## config.mk

```make
export PLATFORM = sky130hd
export DESIGN_NAME = odd_even_down_counter
export DESIGN_NICKNAME = d
export VERILOG_FILES = /design/src/rtl/odd_even_down_counter.sv
export SDC_FILE = /design/constraint.sdc
export NUM_CORES = 1
export LEC_CHECK = 0
export ABC_AREA = 1
export CORE_AREA = 2 2 39 41
export DETAILED_ROUTE_END_ITERATION = 8
export DIE_AREA = 0 0 41 43
export PLACE_DENSITY = 0.62
export REMOVE_ABC_BUFFERS = 1
export SYNTH_ARGS = -nofsm -noshare
export SYNTH_HDL_FRONTEND = slang
export SYNTH_SLANG_ARGS = --single-unit
```

## constraint.sdc

```tcl
create_clock -name clk -period 2.7 [get_ports clk]
set_input_delay 0.27 -clock clk [delete_from_list [all_inputs] [get_ports clk]]
set_output_delay 0.27 -clock clk [all_outputs]
set_load 0.01 [all_outputs]
```

## src/rtl/odd_even_down_counter.sv

```systemverilog
// Loadable step-by-2 down-counter over the odd or even sequence, clamped at floor 1 (odd) / 0 (even).
// Optional auto-reload after each done pulse when ODD_EVEN_DOWN_RELOAD_EN is defined.
module odd_even_down_counter #(
    parameter int WIDTH = 4
) (
    input  logic             clk,
    input  logic             rst_n,
    input  logic             odd_even,
    input  logic             load,
    input  logic [WIDTH-1:0] load_val,
    input  logic             enable,
    output logic [WIDTH-1:0] count,
    output logic             busy,
    output logic             done,
    output logic             err
);

    // state | meaning
    // IDLE  | no countdown active; count holds its last value, enable ignored
    // COUNT | stepping by -2 on each enable until the floor is reached
    // DONE  | one-cycle completion pulse; count sits at the floor
    typedef enum logic [1:0] {
        IDLE  = 2'd0,
        COUNT = 2'd1,
        DONE  = 2'd2
    } state_t;

    localparam logic [WIDTH-1:0] TWO = WIDTH'(2);

    state_t           state_q, state_d;
    logic [WIDTH-1:0] count_d;
    logic             err_d;
    logic             mode_q, mode_d;
    logic [WIDTH-1:0] floor_val;
    logic [WIDTH-1:0] load_forced;

    assign floor_val   = {{(WIDTH-1){1'b0}}, mode_q};
    assign load_forced = {load_val[WIDTH-1:1], odd_even};

`ifdef ODD_EVEN_DOWN_RELOAD_EN
    logic [WIDTH-1:0] reload_q, reload_d;
`endif

    always_ff @(posedge clk or negedge rst_n) begin
        if (!rst_n) begin
            state_q  <= IDLE;
            count    <= '0;
            err      <= 1'b0;
            mode_q   <= 1'b0;
`ifdef ODD_EVEN_DOWN_RELOAD_EN
            reload_q <= '0;
`endif
        end else begin
            state_q  <= state_d;
            count    <= count_d;
            err      <= err_d;
            mode_q   <= mode_d;
`ifdef ODD_EVEN_DOWN_RELOAD_EN
            reload_q <= reload_d;
`endif
        end
    end

    always_comb begin
        state_d  = state_q;
        count_d  = count;
        err_d    = err;
        mode_d   = mode_q;
`ifdef ODD_EVEN_DOWN_RELOAD_EN
        reload_d = reload_q;
`endif
        if (load) begin
            count_d  = load_forced;
            err_d    = load_val[0] ^ odd_even;
            mode_d   = odd_even;
            state_d  = COUNT;
`ifdef ODD_EVEN_DOWN_RELOAD_EN
            reload_d = load_forced;
`endif
        end else begin
            case (state_q)
                COUNT: begin
                    // Clamp to the floor instead of subtracting so the count never wraps.
                    if (enable) begin
                        if (count <= floor_val + TWO) begin
                            count_d = floor_val;
                            state_d = DONE;
                        end else begin
                            count_d = count - TWO;
                        end
                    end
                end
                DONE: begin
`ifdef ODD_EVEN_DOWN_RELOAD_EN
                    count_d = reload_q;
                    state_d = COUNT;
`else
                    state_d = IDLE;
`endif
                end
                default: state_d = IDLE;
            endcase
        end
    end

    assign busy = (state_q == COUNT);
    assign done = (state_q == DONE);

endmodule
```

==> impl_metrics.yaml <==
pwr:
  vdd_ir_drop_max_v: 0.000226
  power_mw: 0.404
  power-per-cell-area_nw_per_um2: 612
  p_leak_nw: 0.334
status:
  status: "finished clean"
routing:
  firstDrtPassIters: 4
  vias_per_cell: 4.63
  vias: 444
  drt_iter0_drc: 6
  wl_um: 975
  wire_per_inst_um: 10.2
  drc_errors: 0
  ant_nets: 0
clocking:
  cts.sinks: 8
  hold_buffers: 0
  cts_tree: "built"
  cts_buffer_depth: 2
  clk_latency_ns: 0.25
  cts.reportedPaths.clkPinSlew_ns: 0.05
  cts_resized: 0
  cts_buffers: 3
  root_buffer: "clkbuf_4"
  post_cts_buffers: 0
  htreeDepth: 1
timing:
  setup_viol: 0
  grt_setup_unrepaired: "false"
  fin_skew_ns: 0.00316
  setup_tns_ns: 0
  finalHoldViolCount: 0
  fin_crit_sh: 0.610
  tightestPinTransition_ns: 0.377
  fin_crit_ns: 1.65
  slew_violations: 0
  slew_headroom: 0.748
  clock.fmax_mhz: 607
logic_synthesis:
  synth-compound-area-share: 0.0588
  synth_edf_count: 0
  synth_fa_ha_area_frac: 0.0535
  yosys-top-cells-count: "nand2_1, inv_1, dfrtp_1, nand3_1, nor2_1"
  synth-seq-cells: 8
  synthCells: 62
  ys_async_sr_fraction: 1.00
  synth_top_area_frac: 0.428
  synthSimpleGateAreaFrac: 0.318
  synth_flop_cell: "dfrtp_1"
  syn_area_sq_um: 468
  synthTopCellsByArea: "dfrtp_1, nand2_1, nand3_1"
  synthMuxAreaShare: 0
  synth_top_area_cell: "dfrtp_1"
  yosysSeqAreaShare: 0.428
  synth_top_family_by_area: "simple AND/OR/NAND/NOR gates"
  synth_cell_types: 17
  synth_xor_area_frac: 0.0374
  synth-warning-count: 0
  avgSynthCellArea_sq_um: 7.55
  synth.most_common_cell: "nand2_1"
global_route:
  grt_pass1_vias: 399
  grt_usage: 0.143
  antenna_found_initial: 0
  overflow: 0
  grt_max_degree: 10
  grt_pass1_wl_mm: 1.67
place:
  io_buffers: 15
  hpwl_um: 789
  place_congestion: 0.817
finish:
  layout.nets: 93
  drive_gt1_frac: 0.113
  area_delta_synth_final_pct: 41.2
  n_fill_cell: 147
  diodes: 0
setup_path:
  cp-end-kind: "output pin"
  crit_type: "reg2out"
  startpoint_type: "flip-flop"
  cp_max_fo: 4
  arrival_ns: 1.38
  required_ns: 2.43
floorplan:
  die_w_um: 41
  row_count: 14
  die_y_um: 43
  start_util: 0.338
  core_area_sq_um: 1380
  dieArea_sq_um: 1760
  io_pins: 16
flow_run:
  max_cap_violations: 0
min_path:
  hp-class: "in2async"
==> kinds of logic after synthesis <==
kind of cell             Yosys count
AO/OA/AOI/OAI                      5
adder cells (fa/ha/maj)            2
XOR/XNOR                           2
AND/OR/NAND/NOR                   32
buffers and inverters             13
flip-flops                         8
==> critical path: stages (launching register included) <==
cell,delay (ns)
dfrtp_1,0.40
nor2_4,0.17
clkdlybuf4s50_1,0.55
==> cells in the final DEF, fill, tap and decap left out, types with 2 or more instances in the layout <==
master and instances:
clkbuf_4 3, clkdlybuf4s50_1 15, clkinv_1 2, dfrtp_1 8, ha_1 2, inv_1 9
inv_2 2, nand2_1 17, nand2_2 2, nand3_1 7, nor2_1 4, o21ai_1 2
==> sequential cells by signal, indices dropped and copies added, names as in the netlist <==
register and count:
mode_q 1, state_q 2, err 1, count 4
==> per-stage QoR <==
step	cells	utilization	setup WS [ns]	hold slack [ns]	cell area, sq um
global placement	93	0.461	1.32	0.493	638
floorplan	62	-	1.45	-0.0256	468
CTS	96	0.477	1.04	0.312	661
global route	96	0.477	1.01	0.342	661
detailed placement	93	0.461	1.29	0.480	638
finish	96	0.477	1.05	0.303	661
==> worst paths after layout <==
kind / from / slack [ns] / cells after the start / end
max in group asynchronous: rst_n / 2.13 / 1 / count[0]
worst max-delay path: state_q[1] / 1.05 / 2 / busy
worst min-delay path: rst_n / 0.30 / 1 / state_q[0]
worst min register to register: err / 0.48 / 2 / err
worst max register to register: count[0] / 1.35 / 9 / count[1]
min in group clk: err / 0.48 / 2 / err
==> where the power goes <==
| group | internal (mW) | leakage [nW] | switching [mW] |
|---|---|---|---|
| Sequential | 0.140 | 0.0968 | 0.0175 |
| Combinational | 0.0771 | 0.223 | 0.0795 |
| Clock | 0.0508 | 0.0138 | 0.0392 |
==> cell type report <==
class	instances	area [sq um]	share of cell area
Multi-Input combinational cell	41	219	0.331
Timing Repair Buffer	15	150	0.227
Inverter	13	48.8	0.0739
Sequential cell	8	200	0.303
Clock buffer	3	22.5	0.0341
Tap cell	16	20.0	0.0303
==> per-layer routing <==
layer / vias up / share of wire / routed length (um) / GRT usage
met2: 12 / 0.46 / 445 / 0.181
met5: - / 0 / 0 / 0
met3: 2 / 0.051 / 50 / 0.0471
met1: 200 / 0.48 / 469 / 0.207
met4: 0 / 0.010 / 10 / 0.0800
li1: 230 / - / - / -
(Power assumes the default switching activity.)
